**src/rtl/pipe_skid_latch_pkg.sv**
```systemverilog
// Shared pipeline-stage definitions: occupancy encoding, default bubble
// instruction and the default-width entry record.
package pipe_skid_latch_pkg;

  localparam int unsigned OCC_W     = 2;
  localparam int unsigned DEF_INSN_W = 32;
  localparam int unsigned DEF_RES_W  = 32;

  // Occupancy of the stage latch; the encoding is also the o_count value.
  typedef enum logic [OCC_W-1:0] {
    OCC_EMPTY = 2'd0,
    OCC_ONE   = 2'd1,
    OCC_FULL  = 2'd2
  } occ_e;

  localparam logic [DEF_INSN_W-1:0] NOP_INSN_DEFAULT = 32'h0000_0000;

  // Default-width entry record {valid, insn, result, MD_rdy}.
  typedef struct packed {
    logic                  valid;
    logic [DEF_INSN_W-1:0] insn;
    logic [DEF_RES_W-1:0]  result;
    logic                  md_rdy;
  } pipe_entry_t;

endpackage

```
**src/rtl/pipe_entry_reg.sv**
```systemverilog
// Single pipeline entry register with load enable, synchronous clear and a
// selectable clock edge.
//   clk_i  : stage clock (edge chosen by FALLING_EDGE)
//   clr_i  : synchronous clear, wins over en_i
//   en_i   : load d_i
//   d_i    : next entry contents
//   q_o    : held entry contents
module pipe_entry_reg
  import pipe_skid_latch_pkg::*;
#(
  parameter int unsigned W            = 1,
  parameter bit          FALLING_EDGE = 1'b1
) (
  input  logic         clk_i,
  input  logic         clr_i,
  input  logic         en_i,
  input  logic [W-1:0] d_i,
  output logic [W-1:0] q_o
);

  logic [W-1:0] q_q;

  // Same update rule on whichever edge the stage runs on.
  generate
    if (FALLING_EDGE) begin : g_neg
      always_ff @(negedge clk_i) begin
        if (clr_i)     q_q <= '0;
        else if (en_i) q_q <= d_i;
      end
    end else begin : g_pos
      always_ff @(posedge clk_i) begin
        if (clr_i)     q_q <= '0;
        else if (en_i) q_q <= d_i;
      end
    end
  endgenerate

  assign q_o = q_q;

endmodule

```
**src/rtl/pipe_skid_latch.sv**
```systemverilog
// Inter-stage pipeline latch with valid/ready flow control and a 2-entry
// skid buffer (main + skid). o_ready depends only on registered state.
//   clock, reset, flush        : stage clock, sync reset, sync flush
//   i_valid/o_ready, i_insn,
//   i_result, i_MD_rdy         : upstream handshake and payload
//   o_valid/i_ready, o_insn,
//   o_result, o_MD_rdy         : downstream handshake and payload
//   o_count                    : occupancy 0..2
module pipe_skid_latch
  import pipe_skid_latch_pkg::*;
#(
  parameter int unsigned           INSN_W       = 32,
  parameter int unsigned           RES_W        = 32,
  parameter bit                    FALLING_EDGE = 1'b1,
  parameter logic [INSN_W-1:0]     NOP_INSN     = INSN_W'(NOP_INSN_DEFAULT)
) (
  input  logic              clock,
  input  logic              reset,
  input  logic              flush,
  input  logic              i_valid,
  output logic              o_ready,
  input  logic [INSN_W-1:0] i_insn,
  input  logic [RES_W-1:0]  i_result,
  input  logic              i_MD_rdy,
  output logic              o_valid,
  input  logic              i_ready,
  output logic [INSN_W-1:0] o_insn,
  output logic [RES_W-1:0]  o_result,
  output logic              o_MD_rdy,
  output logic [OCC_W-1:0]  o_count
);

  typedef struct packed {
    logic              valid;
    logic [INSN_W-1:0] insn;
    logic [RES_W-1:0]  result;
    logic              md_rdy;
  } entry_t;

  localparam int unsigned ENTRY_W = $bits(entry_t);

  occ_e   state_q, state_d;
  entry_t in_e, main_q, main_d, skid_q, skid_d;
  logic   main_en, skid_en, clr_c;
  logic   accept_c, retire_c;

  assign in_e     = '{valid: 1'b1, insn: i_insn, result: i_result, md_rdy: i_MD_rdy};
  assign clr_c    = reset | flush;
  assign accept_c = i_valid & o_ready;
  assign retire_c = o_valid & i_ready;

  // Occupancy state register on the selected edge.
  generate
    if (FALLING_EDGE) begin : g_neg
      always_ff @(negedge clock) begin
        if (clr_c) state_q <= OCC_EMPTY;
        else       state_q <= state_d;
      end
    end else begin : g_pos
      always_ff @(posedge clock) begin
        if (clr_c) state_q <= OCC_EMPTY;
        else       state_q <= state_d;
      end
    end
  endgenerate

  // Next state and entry load control; vacated entries are loaded with zero.
  always_comb begin
    state_d = state_q;
    main_en = 1'b0;
    skid_en = 1'b0;
    main_d  = in_e;
    skid_d  = in_e;
    case (state_q)
      OCC_EMPTY: begin
        if (accept_c) begin
          main_en = 1'b1;
          state_d = OCC_ONE;
        end
      end
      OCC_ONE: begin
        if (accept_c && retire_c) begin
          main_en = 1'b1;
        end else if (accept_c) begin
          skid_en = 1'b1;
          state_d = OCC_FULL;
        end else if (retire_c) begin
          main_en = 1'b1;
          main_d  = '0;
          state_d = OCC_EMPTY;
        end
      end
      OCC_FULL: begin
        if (retire_c) begin
          main_en = 1'b1;
          main_d  = skid_q;
          skid_en = 1'b1;
          skid_d  = '0;
          state_d = OCC_ONE;
        end
      end
      default: state_d = OCC_EMPTY;
    endcase
  end

  pipe_entry_reg #(.W(ENTRY_W), .FALLING_EDGE(FALLING_EDGE)) u_main (
    .clk_i (clock),
    .clr_i (clr_c),
    .en_i  (main_en),
    .d_i   (main_d),
    .q_o   (main_q)
  );

  pipe_entry_reg #(.W(ENTRY_W), .FALLING_EDGE(FALLING_EDGE)) u_skid (
    .clk_i (clock),
    .clr_i (clr_c),
    .en_i  (skid_en),
    .d_i   (skid_d),
    .q_o   (skid_q)
  );

  // Outputs come straight from registers; bubbles are masked to NOP/zero.
  assign o_ready  = ~skid_q.valid;
  assign o_valid  = main_q.valid;
  assign o_insn   = main_q.valid ? main_q.insn : NOP_INSN;
  assign o_result = main_q.valid ? main_q.result : '0;
  assign o_MD_rdy = main_q.valid & main_q.md_rdy;
  assign o_count  = OCC_W'(state_q);

endmodule

```
**config.mk**
```make
export PLATFORM = sky130hd
export DESIGN_NAME = pipe_skid_latch
export DESIGN_NICKNAME = d
export VERILOG_FILES = /design/src/rtl/pipe_skid_latch_pkg.sv /design/src/rtl/pipe_entry_reg.sv /design/src/rtl/pipe_skid_latch.sv
export SDC_FILE = /design/constraint.sdc
export NUM_CORES = 1
export LEC_CHECK = 0
export ABC_AREA = 0
export BUFFER_PORTS_ARGS = -buffer_cell sky130_fd_sc_hd__buf_4
export CORE_ASPECT_RATIO = 0.8
export CORE_MARGIN = 3
export CORE_UTILIZATION = 35
export CTS_BUF_LIST = sky130_fd_sc_hd__clkbuf_8
export DETAILED_ROUTE_END_ITERATION = 16
export PLACE_DENSITY = 0.62
export RECOVER_POWER = 50
export SETUP_SLACK_MARGIN = 0.3
export SLEW_MARGIN = 25
export SYNTH_ARGS = -nofsm -noshare
export SYNTH_HDL_FRONTEND = slang
export SYNTH_SLANG_ARGS = --single-unit
```
**constraint.sdc**
```tcl
create_clock -name clock -period 2.71 [get_ports clock]
set_clock_uncertainty 0.1 [all_clocks]
set_input_delay 0.1355 -clock clock [delete_from_list [all_inputs] [get_ports clock]]
set_output_delay 0.1355 -clock clock [all_outputs]
set_load 0.03 [all_outputs]
```
### After elaboration in Yosys (flattened, before gate mapping)

Cells that the tools add are included.

| cells by class | value |
|---|---|
| add/subtract/negate cells | 0 |
| $mul | 0 |
| divide/modulo/power cells | 0 |
| $lt $le $gt $ge | 0 |
| equal/unequal tests | 6 |
| shifts and indexed selects | 0 |
| mux-type cells | 21 |
| bitwise operators | 5 |
| reductions and logical operators | 3 |

Operator list:

| operator | count |
|---|---|
| 66-bit two-way mux | 5 |
| 66-bit case mux with 2 select lines | 1 |
| 32-bit two-way mux | 2 |
| 2-bit two-way mux | 5 |
| 2-bit != test, second input constant | 3 |
| 2-bit case mux with 3 select lines | 1 |
| 1-bit two-way mux | 5 |
| 4-bit AND reduction | 1 |
| 1-bit bitwise AND | 3 |
| 3-bit != test, second input constant | 1 |
| 1-bit case mux with 3 select lines | 1 |
| 2-bit by 1-bit == test with 1-bit output, second input constant | 1 |
| 2-bit == test, second input constant | 1 |
| 2-bit logical NOT | 1 |
| 1-bit case mux with 2 select lines | 1 |
| 1-bit logical AND | 1 |
| 1-bit inverter | 1 |
| 1-bit bitwise OR | 1 |

| storage, ports and cells | value |
|---|---|
| register bits | 134 |
| bits in latches | 0 |
| memory bits (writable) | 0 |
| bits in read-only memories | 0 |
| input port bits | 70 |
| output and inout port bits | 69 |
| memories | 0 |

### Longest topological paths before layout

| logic depth | value |
|---|---|
| depth after elaboration | 5 |
| mapped depth | 8 |
| gate-level depth less buffers | 6 |

### Hierarchy

A second synthesis with hierarchy kept.

| second synthesis, totals | value |
|---|---|
| cells, all modules | 688 |
| area total of the unflattened synthesis | 6610.1 um2 |

Modules (own cells, without submodules):

| module | instances | cells each | area each (um2) | seq. area each (um2) |
|---|---|---|---|---|
| pipe_entry_reg | 2 | 214 | 2391.0 | 1321.3 |
| pipe_skid_latch | 1 | 260 | 1828.0 | 40.0 |

==> flow_summary.json <==
{
  "dp_hpwl_um": 11500,
  "cts_htree_levels": 4,
  "total_leakage_power_uw": 0.00401,
  "internal_power_uw": 3580,
  "violations": "setup timing",
  "power.share.switching_pct": 32.2,
  "ctsHoldBuffers": 0,
  "clk_pin_slew_ps": 30,
  "synth_area_per_cell_um2": 8.97,
  "io_pins": 139,
  "cts_root_buf": "clkbuf_8",
  "gp_congestion": 0.734,
  "start_util_pct": 36.0,
  "crit_chain": "buf_12 -> and2_2 -> buf_6",
  "power_uw": 5270,
  "place_ws_ps": -142,
  "dieArea_um2": 19700,
  "vias_per_cell": 5.05,
  "synth_cell_type_count": 31,
  "synth_area_um2": 6300,
  "synth_xor_area_share_pct": 0.139,
  "grt_usage_pct": 18.8,
  "power.density_nw_per_um2": 577,
  "slew_headroom_pct": 59.0,
  "finalNetCount": 1043,
  "grt_pass1_wl_um": 30000,
  "cts-buffers-inserted": 17,
  "crit_required_ps": 2470,
  "rows": 43,
  "ys_warn_count": 0,
  "synth_top_family_by_area": "compound AO/OA/AOI/OAI gates",
  "peakVddDrop_mv": 0.280,
  "route.vias.total": 6095,
  "seqPwrFrac_pct": 39.3,
  "drt-initial-drc-count": 352,
  "final_max_slew_viol_count": 0,
  "cts.sinks": 134,
  "ant_nets": 0,
  "die_y_um": 126,
  "pwr-share-clk_pct": 48.7,
  "hold_viol": 0,
  "dp_cells": 1036,
  "tightestPinTransition_ps": 616,
  "wl_um": 18800,
  "diodes": 0,
  "synth-seq-cells": 134,
  "antenna_found_initial": 0,
  "crit_path_end_kind": "output pin",
  "crit_arrival_ps": 2690,
  "cp-start-kind": "flip-flop",
  "setup_viol": 125,
  "final_cells": 1207,
  "muxShareOfSynthArea_pct": 0.159,
  "first_pass_iters": 5,
  "numPortBuffers": 138,
  "synth_fa_ha_area_share_pct": 0.794,
  "synth-simple-area-share_pct": 23.7,
  "comb_power_share_pct": 12.0,
  "synth_seq_area_share_pct": 42.6,
  "synth-compound-area-share_pct": 25.7,
  "crit_slowest_cell": "dfxtp_4",
  "outcome": "complete, but fails checks",
  "overflow": 0,
  "critPathMaxStageDelay_ps": 370,
  "synthCells": 702,
  "dominantRegCellSynth": "dfxtp_1",
  "insertion_delay_ps": 460,
  "cts_tree": "yes",
  "grt_max_degree": 38,
  "crit_path_max_fanout": 18,
  "layout-drive-gt1-share_pct": 35.0,
  "synth_edf_count": 0,
  "synth-async-reset-ratio_pct": 0,
  "route.detailed.drc": 0,
  "syn-num-nets": 776,
  "die_x_um": 156,
  "fillerInstances": 1638,
  "rsz0062_at_grt": "yes",
  "crit_type": "flip-flop to output pin",
  "hp-class": "flip-flop to flip-flop",
  "switching_power_uw": 1700,
  "core_area_um2": 17500,
  "grt_pass1_vias": 6228,
  "fin_ws_ps": -219,
  "syn_to_final_growth_pct": 45.1,
  "wl_per_cell_um": 15.6,
  "maxCapViolations": 0,
  "cts_buffer_depth": 2
}
==> cells in the mapped netlist, types with 2 or more instances <==
master | number | area (um^2)
a21oi_1 | 71 | 355
a221oi_1 | 16 | 140
a221oi_2 | 49 | 736
and2_1 | 66 | 413
buf_2 | 23 | 115
buf_4 | 2 | 15.0
buf_6 | 16 | 180
clkbuf_1 | 30 | 113
dfxtp_1 | 134 | 2680
ha_1 | 4 | 50.1
inv_1 | 4 | 15.0
nand2_1 | 69 | 259
nand3b_1 | 66 | 495
nor2_1 | 68 | 255
nor3_1 | 2 | 10.0
o21ai_0 | 67 | 335
==> layer usage <==
metal | global-route usage [%] | wire length, um
met4 | 7.48 | 148
met2 | 27.6 | 8530
met3 | 8.35 | 1070
met1 | 24.1 | 9020
met5 | 0 | 0
==> worst paths after layout <==
check                           cells past startpoint  slack, ps                   startpoint                          end
worst min-delay path                                2        380  u_skid.q_o[53]$_SDFFE_NP0P_  u_skid.q_o[53]$_SDFFE_NP0P_
worst min register to register                      2        380  u_skid.q_o[53]$_SDFFE_NP0P_  u_skid.q_o[53]$_SDFFE_NP0P_
worst max register to register                      8        180      o_count[0]$_SDFFE_NP0P_  u_main.q_o[53]$_SDFFE_NP0P_
worst max-delay path                                3       -220  u_main.q_o[65]$_SDFFE_NP0P_                    o_insn[1]
==> cell usage in the layout, fill, tap and decap left out, types with 2 or more instances in the layout <==
cell        instances
a21oi_2             2
inv_1             139
and2_2              4
buf_12             19
clkinvlp_2          4
clkbuf_8           17
clkbuf_4            4
nand3b_1           66
bufinv_16           4
a221oi_1           10
nor3_1              3
nand2_1            69
and2_4             62
dfxtp_4             4
buf_4              98
ha_1                4
a221oi_2           55
dfxtp_1           130
o21ai_0            67
nor2_1             67
buf_6              58
inv_4               2
a21oi_1            69
clkbuf_2            2
clkbuf_1            5
==> through the flow <==
| stage | cell area (um^2) | setup TNS (ps) | util [%] | hold slack, ps |
|---|---|---|---|---|
| 2_1_floorplan | 6600 | 0 | - | 363 |
| 3_3_place_gp | 8030 | -8910 | 45.9 | 372 |
| 3_5_place_dp | 8030 | -10640 | 45.9 | 377 |
| 4_1_cts | 9190 | -13420 | 52.5 | 384 |
| 5_1_grt | 9140 | -24760 | 52.3 | 406 |
| 6_report | 9140 | -14760 | 52.3 | 385 |
==> worst max-delay path: cells and delay by family, from the launching register on <==
| family | cells | cell delay (ps) |
|---|---|---|
| and+or+nand+nor | 1 | 210 |
| buffers and inverters | 2 | 290 |
| DFF | 1 | 370 |
==> kinds of logic (layout without fill, tap and decap cells) <==
| group | count (synthesis) | count (layout) |
|---|---|---|
| AO/OA/AOI/OAI | 208 | 208 |
| multiplexers | 1 | 1 |
| AND/OR/NAND/NOR | 278 | 278 |
| adder cells (fa/ha/maj) | 4 | 4 |
| flip-flops | 134 | 134 |
| XOR/XNOR | 1 | 1 |
| buffers and inverters | 76 | 356 |
==> final cells by class <==
class / instances / area [um^2] / share of cell area [%]
Tap cell: 225 / 282 / 3.08
Multi-Input combinational cell: 492 / 3380 / 37.0
Inverter: 3 / 11.3 / 0.123
Clock buffer: 17 / 234 / 2.56
Clock inverter: 149 / 684 / 7.49
Sequential cell: 134 / 2700 / 29.5
Timing Repair Buffer: 187 / 1850 / 20.3
==> flip-flops by register name (all words and copies together), names as in the netlist <==
register / flops
o_count: 2
u_main.q_o: 66
u_skid.q_o: 66
==> power groups by stage <==
stage	Clock, uW	Combinational, uW	Sequential, uW
after floorplan	301	360	2100
after global placement	301	624	2100
after detailed placement	301	624	2100
after CTS	2670	640	2070
after global routing	2910	683	2070
final	2570	631	2070
==> what timing repair did <==
item	CTS	global route
pin swaps	1	1
endpoints found under the setup margin	69	78
setup buffers	3	2
resized for setup	64	7
gates cloned	0	1
Power figures use the tool's default switching activity.
